$ cat src/rtl/fft_pkg.sv
// Shared definitions for the radix-2 FFT sequencer: default geometry, state
// encoding and the address rotate helper used by the controller and its bench.
package fft_pkg;

  localparam int unsigned M_DEF   = 9;
  localparam int unsigned N_DEF   = 2 ** M_DEF;
  localparam int unsigned LAT_DEF = 3;

  typedef enum logic [1:0] {
    IDLE  = 2'd0,
    RUN   = 2'd1,
    DRAIN = 2'd2,
    DONE  = 2'd3
  } fft_state_e;

  // Rotate the low w bits of x left by s (0 <= s < w < 32); upper bits return 0.
  function automatic logic [31:0] rotl(input logic [31:0] x, input int unsigned w,
                                       input int unsigned s);
    logic [31:0] mask;
    logic [31:0] xm;
    mask = (32'(1) << w) - 32'(1);
    xm   = x & mask;
    return ((xm << s) | (xm >> (w - s))) & mask;
  endfunction

endpackage

$ cat src/rtl/fft_adr_delay.sv
// LAT-deep shift register carrying {valid, adr_a, adr_b} from the read side to
// the write side of the butterfly pipeline.
module fft_adr_delay #(
  parameter int unsigned LAT = 3,
  parameter int unsigned AW  = 9
) (
  input  logic          clk,
  input  logic          reset_n,
  input  logic          d_vld,
  input  logic [AW-1:0] d_a,
  input  logic [AW-1:0] d_b,
  output logic          q_vld,
  output logic [AW-1:0] q_a,
  output logic [AW-1:0] q_b
);

  localparam int unsigned DW = 2 * AW + 1;

  logic [DW-1:0] pipe [LAT];

  always_ff @(posedge clk or negedge reset_n) begin
    if (!reset_n) begin
      for (int i = 0; i < int'(LAT); i++) pipe[i] <= '0;
    end else begin
      pipe[0] <= {d_vld, d_a, d_b};
      for (int i = 1; i < int'(LAT); i++) pipe[i] <= pipe[i-1];
    end
  end

  assign {q_vld, q_a, q_b} = pipe[LAT-1];

endmodule

$ cat src/rtl/fft_ctrl.sv
// Stage/butterfly sequencer for the in-place radix-2 FFT (constant-geometry
// rotate addressing, ping-pong banks). FFT_CTRL_CYCLES_EN adds a run-length counter.
module fft_ctrl
  import fft_pkg::*;
#(
  parameter int unsigned M   = M_DEF,
  parameter int unsigned LAT = LAT_DEF
) (
  input  logic         clk,
  input  logic         reset_n,
  input  logic         start,
  output logic         busy,
  output logic         done,
  output logic         rd_bank,
  output logic [M-1:0] rd_adr_a,
  output logic [M-1:0] rd_adr_b,
  output logic [M-2:0] twiddle_adr,
  output logic         we,
  output logic [M-1:0] wr_adr_a,
  output logic [M-1:0] wr_adr_b,
  output logic         res_bank
`ifdef FFT_CTRL_CYCLES_EN
  ,
  output logic [15:0]  cycles
`endif
);

  localparam int unsigned N    = 2 ** M;
  localparam int unsigned HALF = N / 2;
  localparam int unsigned BW   = M - 1;
  localparam int unsigned SW   = (M > 1) ? $clog2(M) : 1;
  localparam int unsigned DW   = (LAT > 1) ? $clog2(LAT) : 1;

  fft_state_e    state_q, state_d;
  logic [SW-1:0] s_q, s_d;
  logic [BW-1:0] b_q, b_d;
  logic [DW-1:0] dcnt_q, dcnt_d;
  logic          bank_q, bank_d;
  logic          accept;

  logic          busy_d, done_d, rd_vld_d, rd_vld, res_d;
  logic [M-1:0]  rd_a_d, rd_b_d;
  logic [BW-1:0] tw_d;
  logic [31:0]   tw_mask;

  // Start is refused while the done pulse is still on the output.
  assign accept = (state_q == IDLE) && start && !done;

  always_ff @(posedge clk or negedge reset_n) begin
    if (!reset_n) begin
      state_q <= IDLE;
      s_q     <= '0;
      b_q     <= '0;
      dcnt_q  <= '0;
      bank_q  <= 1'b0;
    end else begin
      state_q <= state_d;
      s_q     <= s_d;
      b_q     <= b_d;
      dcnt_q  <= dcnt_d;
      bank_q  <= bank_d;
    end
  end

  always_comb begin
    state_d = state_q;
    s_d     = s_q;
    b_d     = b_q;
    dcnt_d  = dcnt_q;
    bank_d  = bank_q;
    case (state_q)
      IDLE: begin
        if (accept) begin
          state_d = RUN;
          s_d     = '0;
          b_d     = '0;
          bank_d  = 1'b0;
        end
      end
      RUN: begin
        b_d = b_q + BW'(1);
        if (b_q == BW'(HALF - 1)) begin
          state_d = DRAIN;
          b_d     = '0;
          dcnt_d  = '0;
        end
      end
      DRAIN: begin
        dcnt_d = dcnt_q + DW'(1);
        if (dcnt_q == DW'(LAT - 1)) begin
          if (s_q == SW'(M - 1)) begin
            state_d = DONE;
          end else begin
            state_d = RUN;
            s_d     = s_q + SW'(1);
            b_d     = '0;
            bank_d  = ~bank_q;
          end
        end
      end
      DONE:    state_d = IDLE;
      default: state_d = IDLE;
    endcase
  end

  // Read-side values for the next cycle; addresses are zero outside RUN.
  always_comb begin
    busy_d   = (state_q == RUN) || (state_q == DRAIN);
    done_d   = (state_q == DONE);
    rd_vld_d = 1'b0;
    rd_a_d   = '0;
    rd_b_d   = '0;
    tw_d     = '0;
    tw_mask  = '0;
    res_d    = res_bank;
    if (state_q == RUN) begin
      rd_vld_d = 1'b1;
      rd_a_d   = M'(rotl(32'({b_q, 1'b0}), M, 32'(s_q)));
      rd_b_d   = M'(rotl(32'({b_q, 1'b1}), M, 32'(s_q)));
      tw_mask  = ~((32'(1) << (BW - 32'(s_q))) - 32'(1));
      tw_d     = b_q & BW'(tw_mask);
    end
    if ((state_q == DRAIN) && (state_d == DONE)) res_d = ~bank_q;
  end

  always_ff @(posedge clk or negedge reset_n) begin
    if (!reset_n) begin
      busy        <= 1'b0;
      done        <= 1'b0;
      rd_bank     <= 1'b0;
      rd_vld      <= 1'b0;
      rd_adr_a    <= '0;
      rd_adr_b    <= '0;
      twiddle_adr <= '0;
      res_bank    <= 1'b0;
    end else begin
      busy        <= busy_d;
      done        <= done_d;
      rd_bank     <= bank_q;
      rd_vld      <= rd_vld_d;
      rd_adr_a    <= rd_a_d;
      rd_adr_b    <= rd_b_d;
      twiddle_adr <= tw_d;
      res_bank    <= res_d;
    end
  end

  fft_adr_delay #(
    .LAT(LAT),
    .AW (M)
  ) u_delay (
    .clk    (clk),
    .reset_n(reset_n),
    .d_vld  (rd_vld),
    .d_a    (rd_adr_a),
    .d_b    (rd_adr_b),
    .q_vld  (we),
    .q_a    (wr_adr_a),
    .q_b    (wr_adr_b)
  );

`ifdef FFT_CTRL_CYCLES_EN
  logic [15:0] cnt_q, cnt_d, cycles_d;

  // Saturating clock count from acceptance; published in the DONE cycle.
  always_comb begin
    cnt_d    = cnt_q;
    cycles_d = cycles;
    if (accept) begin
      cnt_d = '0;
    end else if ((state_q == RUN) || (state_q == DRAIN)) begin
      cnt_d = (cnt_q == 16'hFFFF) ? cnt_q : cnt_q + 16'd1;
    end
    if (state_q == DONE) cycles_d = (cnt_q == 16'hFFFF) ? cnt_q : cnt_q + 16'd1;
  end

  always_ff @(posedge clk or negedge reset_n) begin
    if (!reset_n) begin
      cnt_q  <= '0;
      cycles <= '0;
    end else begin
      cnt_q  <= cnt_d;
      cycles <= cycles_d;
    end
  end
`endif

endmodule

$ cat config.mk
export PLATFORM = sky130hd
export DESIGN_NAME = fft_ctrl
export DESIGN_NICKNAME = d
export VERILOG_FILES = /design/src/rtl/fft_pkg.sv /design/src/rtl/fft_adr_delay.sv /design/src/rtl/fft_ctrl.sv
export SDC_FILE = /design/constraint.sdc
export NUM_CORES = 1
export LEC_CHECK = 0
export ABC_AREA = 1
export BUFFER_PORTS_ARGS = -buffer_cell sky130_fd_sc_hd__buf_4
export CAP_MARGIN = 30
export CORE_MARGIN = 2
export CORE_UTILIZATION = 50
export DETAILED_ROUTE_END_ITERATION = 8
export PLACE_DENSITY_LB_ADDON = 0.25
export SYNTH_ARGS = -nofsm -noshare
export SYNTH_HDL_FRONTEND = slang
export SYNTH_SLANG_ARGS = --single-unit
$ cat constraint.sdc
create_clock -name clk -period 2.7 [get_ports clk]
set_input_delay 0.27 -clock clk [delete_from_list [all_inputs] [get_ports clk]]
set_output_delay 0.27 -clock clk [all_outputs]
set_load 0.1 [all_outputs]
==> results.sh <==
export IMPL_worst_pin_slew_ns=0.5052
export IMPL_timing_final_ws_setup_ns=0.4250
export IMPL_hp_class="flop to flop"
export IMPL_fmaxAchievable_mhz=439.6
export IMPL_place_hpwl_um=6027
export IMPL_rows=34
export IMPL_routedWlPerCell_um=13.43
export IMPL_io_pin_count=52
export IMPL_cp_cell_sequence="inv_4 -> ha_1 -> ha_1 -> inv_1 -> nand3_2 -> or2_2 -> ha_1 -> inv_1 -> nor2_2 -> nand3_1 -> nand2_1 -> inv_1 -> nor2_1"
export IMPL_grt_pass1_vias=2951
export IMPL_crit_buf_inv=4
export IMPL_ys_seq_area_frac=0.5937
export IMPL_vias=3043
export IMPL_cp_arrival_ns=2.54
export IMPL_n_fill_cell=759
export IMPL_synthDistinctLibCells=37
export IMPL_cp_top_family="adder cells"
export IMPL_syn_instance_count=455
export IMPL_post_cts_setup_buffer_count=0
export IMPL_status="finished clean"
export IMPL_first_iter_violations=146
export IMPL_cts_tree="built"
export IMPL_ant_nets=0
export IMPL_clk_path_buf_depth=2
export IMPL_worst_path_max_delay_cell="dfrtp_1"
export IMPL_routed_wl_um=8154
export IMPL_period_minus_slack_ns=2.275
export IMPL_slew_limit_headroom=0.6632
export IMPL_criticalPathCategory="flop to flop"
export IMPL_antenna_found_initial=0
export IMPL_postSynthAreaPerCell_sq_um=9.726
export IMPL_finalClockSkew_ns=0.01457
export IMPL_ir_drop_v=0.0002226
export IMPL_drive_above_1_share=0.1944
export IMPL_p_leak_nw=2.577
export IMPL_setup_viol=0
export IMPL_syn2layout_area_growth_pct=12.41
export IMPL_critPathMaxStageDelay_ns=0.42
export IMPL_crit_fanout=15
export IMPL_finalCritPeriodShare=0.8426
export IMPL_vias_per_cell=5.013
export IMPL_routabilityCongestion=0.9214
export IMPL_hold_viol=0
export IMPL_grt_overflow=0
export IMPL_path_clk_slew_ns=0.10
export IMPL_synthTopCellsByArea="dfrtp_1 59%, nand2_1 7.6%, inv_1 4.6%"
export IMPL_drc=0
export IMPL_die_area_sq_um=9620
export IMPL_synth_area_sq_um=4425
export IMPL_clock_latency_ns=0.36
export IMPL_io_buffers=51
export IMPL_dp_slack_ns=0.4337
export IMPL_synth_area_leader_cell="dfrtp_1"
export IMPL_critPathCaptureType="flop"
export IMPL_start_kind="flop"
export IMPL_synth_top_area_frac=0.5937
export IMPL_rsz0062_at_grt="false"
export IMPL_cts_buffers=9
export IMPL_design_core_area_sq_um=8636
export IMPL_gr_usage_all_layers=0.1788
export IMPL_required_ns=2.96
export IMPL_num_antenna_cells=0
export IMPL_synth_seq_cells=105
export IMPL_grt_pass1_wl_um=13630
export IMPL_die_h_um=98.08
export IMPL_htreeDepth=3
export IMPL_root_buffer="clkbuf_8"
export IMPL_syn_num_nets=470
export IMPL_cts_sinks=105
export IMPL_initial_core_util=0.5125
export IMPL_yosysWarnings=0
export IMPL_die_x_um=98.08
export IMPL_drt_first_pass_iters=5
export IMPL_maxSlewViolCount=0
export IMPL_powerDensity_nw_per_um2=507.2
export IMPL_nNetsFinal=509
export IMPL_drv_cap=0
export IMPL_fin_setup_tns_ns=0
export IMPL_grt_max_degree=67
-- power by group --
group / switching, W / internal, W
logic: 0.0000289 / 0.00000578
registers: 0 / 0.00157
clock network: 0.000558 / 0.000359
-- path summary, 6_finish.rpt --
kind | endpoint | slack [ns] | cells past startpoint | start
worst max register to register | twiddle_adr[6] | 0.43 | 13 | s_q[0]
worst min-delay path | u_delay.pipe[33] | 0.35 | 0 | u_delay.pipe[52]
min in group asynchronous | u_delay.q_a[8] | 0.41 | 2 | reset_n
worst min register to register | u_delay.pipe[33] | 0.35 | 0 | u_delay.pipe[52]
worst max-delay path | twiddle_adr[6] | 0.43 | 13 | s_q[0]
max in group asynchronous | u_delay.pipe[34] | 1.59 | 3 | reset_n
-- kinds of logic after synthesis --
| kind of cell | after synthesis | synth area share |
|---|---|---|
| xor gates and xnor gates | 2 | 0.005656 |
| buffers and inverters | 90 | 0.1009 |
| adders and majority gates | 12 | 0.03393 |
| DFF | 105 | 0.5937 |
| AOI/OAI and AO/OA | 68 | 0.08737 |
| and+or+nand+nor | 178 | 0.1784 |
-- repair_timing --
| action | 4_1_cts | 5_1_grt |
|---|---|---|
| hold endpoints to repair | 39 | 0 |
| hold buffers | 1 | 0 |
| resized for setup | 0 | 0 |
-- flip-flops by register name (all words and copies together) (netlist names), 2 cells and up --
signal / count
u_delay.pipe: 38
rd_adr_a: 9
rd_adr_b: 9
u_delay.q_a: 9
u_delay.q_b: 9
b_q: 8
twiddle_adr: 8
s_q: 4
dcnt_q: 2
state_q: 2
-- synthesized netlist by cell type --
cell,number
nor2_4,2
buf_6,4
nand3_2,1
a21oi_4,1
o211ai_1,1
o21a_1,1
o31ai_1,1
clkbuf_1,3
nand3_1,31
inv_1,54
ha_1,12
nand4_1,4
nor3_1,3
buf_4,18
or2_2,1
nor3_2,2
nand2_4,1
a21oi_1,17
buf_2,3
o32ai_1,1
o21ai_2,3
dfrtp_1,105
a21boi_1,2
inv_4,3
o21ai_1,12
clkinv_1,1
o21ai_0,23
o22ai_1,3
inv_2,4
nand2_1,90
a31oi_1,3
nor2_2,6
xnor2_2,1
nor2_1,33
nand2_2,2
xor2_1,1
or2_1,2
-- final cells by class --
class | instances | area [sq um] | area share
multi-input combinational | 260 | 1351 | 0.2716
sequential | 105 | 2628 | 0.5282
timing repair buffer | 56 | 435.4 | 0.08753
clock inverter | 6 | 57.56 | 0.01157
clock buffer | 10 | 127.6 | 0.02565
tap | 108 | 135.1 | 0.02716
inverter | 62 | 240.2 | 0.04829
-- cells in the final DEF (no fill, tap or decap), types with 2 or more instances in the layout --
cell type and instances:
a21boi_1 2, a21oi_1 17, a31oi_1 3, buf_4 54
clkbuf_8 9, clkinv_4 2, dfrtp_1 105, ha_1 12
inv_1 54, inv_2 4, inv_4 3, inv_6 2
inv_8 2, nand2_1 90, nand2_2 2, nand3_1 31
nand4_1 4, nor2_1 33, nor2_2 6, nor2_4 2
nor3_1 3, nor3_2 2, o21ai_0 23, o21ai_1 12
o21ai_2 3, o22ai_1 3, or2_1 2
-- metrics by stage --
step | util | hold WS [ns] | cells | power, W | area [sq um]
after floorplan | - | -0.02559 | 455 | 0.001603 | 4425
after CTS | 0.5761 | 0.3471 | 607 | 0.002568 | 4975
after detailed placement | 0.5535 | 0.2818 | 590 | 0.001639 | 4780
final | 0.5761 | 0.3466 | 607 | 0.002523 | 4975
after global routing | 0.5761 | 0.3548 | 607 | 0.002634 | 4975
after global placement | 0.5535 | 0.2778 | 590 | 0.001638 | 4780
-- metal layers --
layer | vias to the layer above | routed length (um) | GRT usage
li1 | 1511 | - | -
met1 | 1443 | 3498 | 0.2288
met5 | - | 0 | 0
met2 | 81 | 4090 | 0.3019
met4 | 0 | 129 | 0.06517
met3 | 8 | 435 | 0.03794
(Power assumes the default switching activity.)
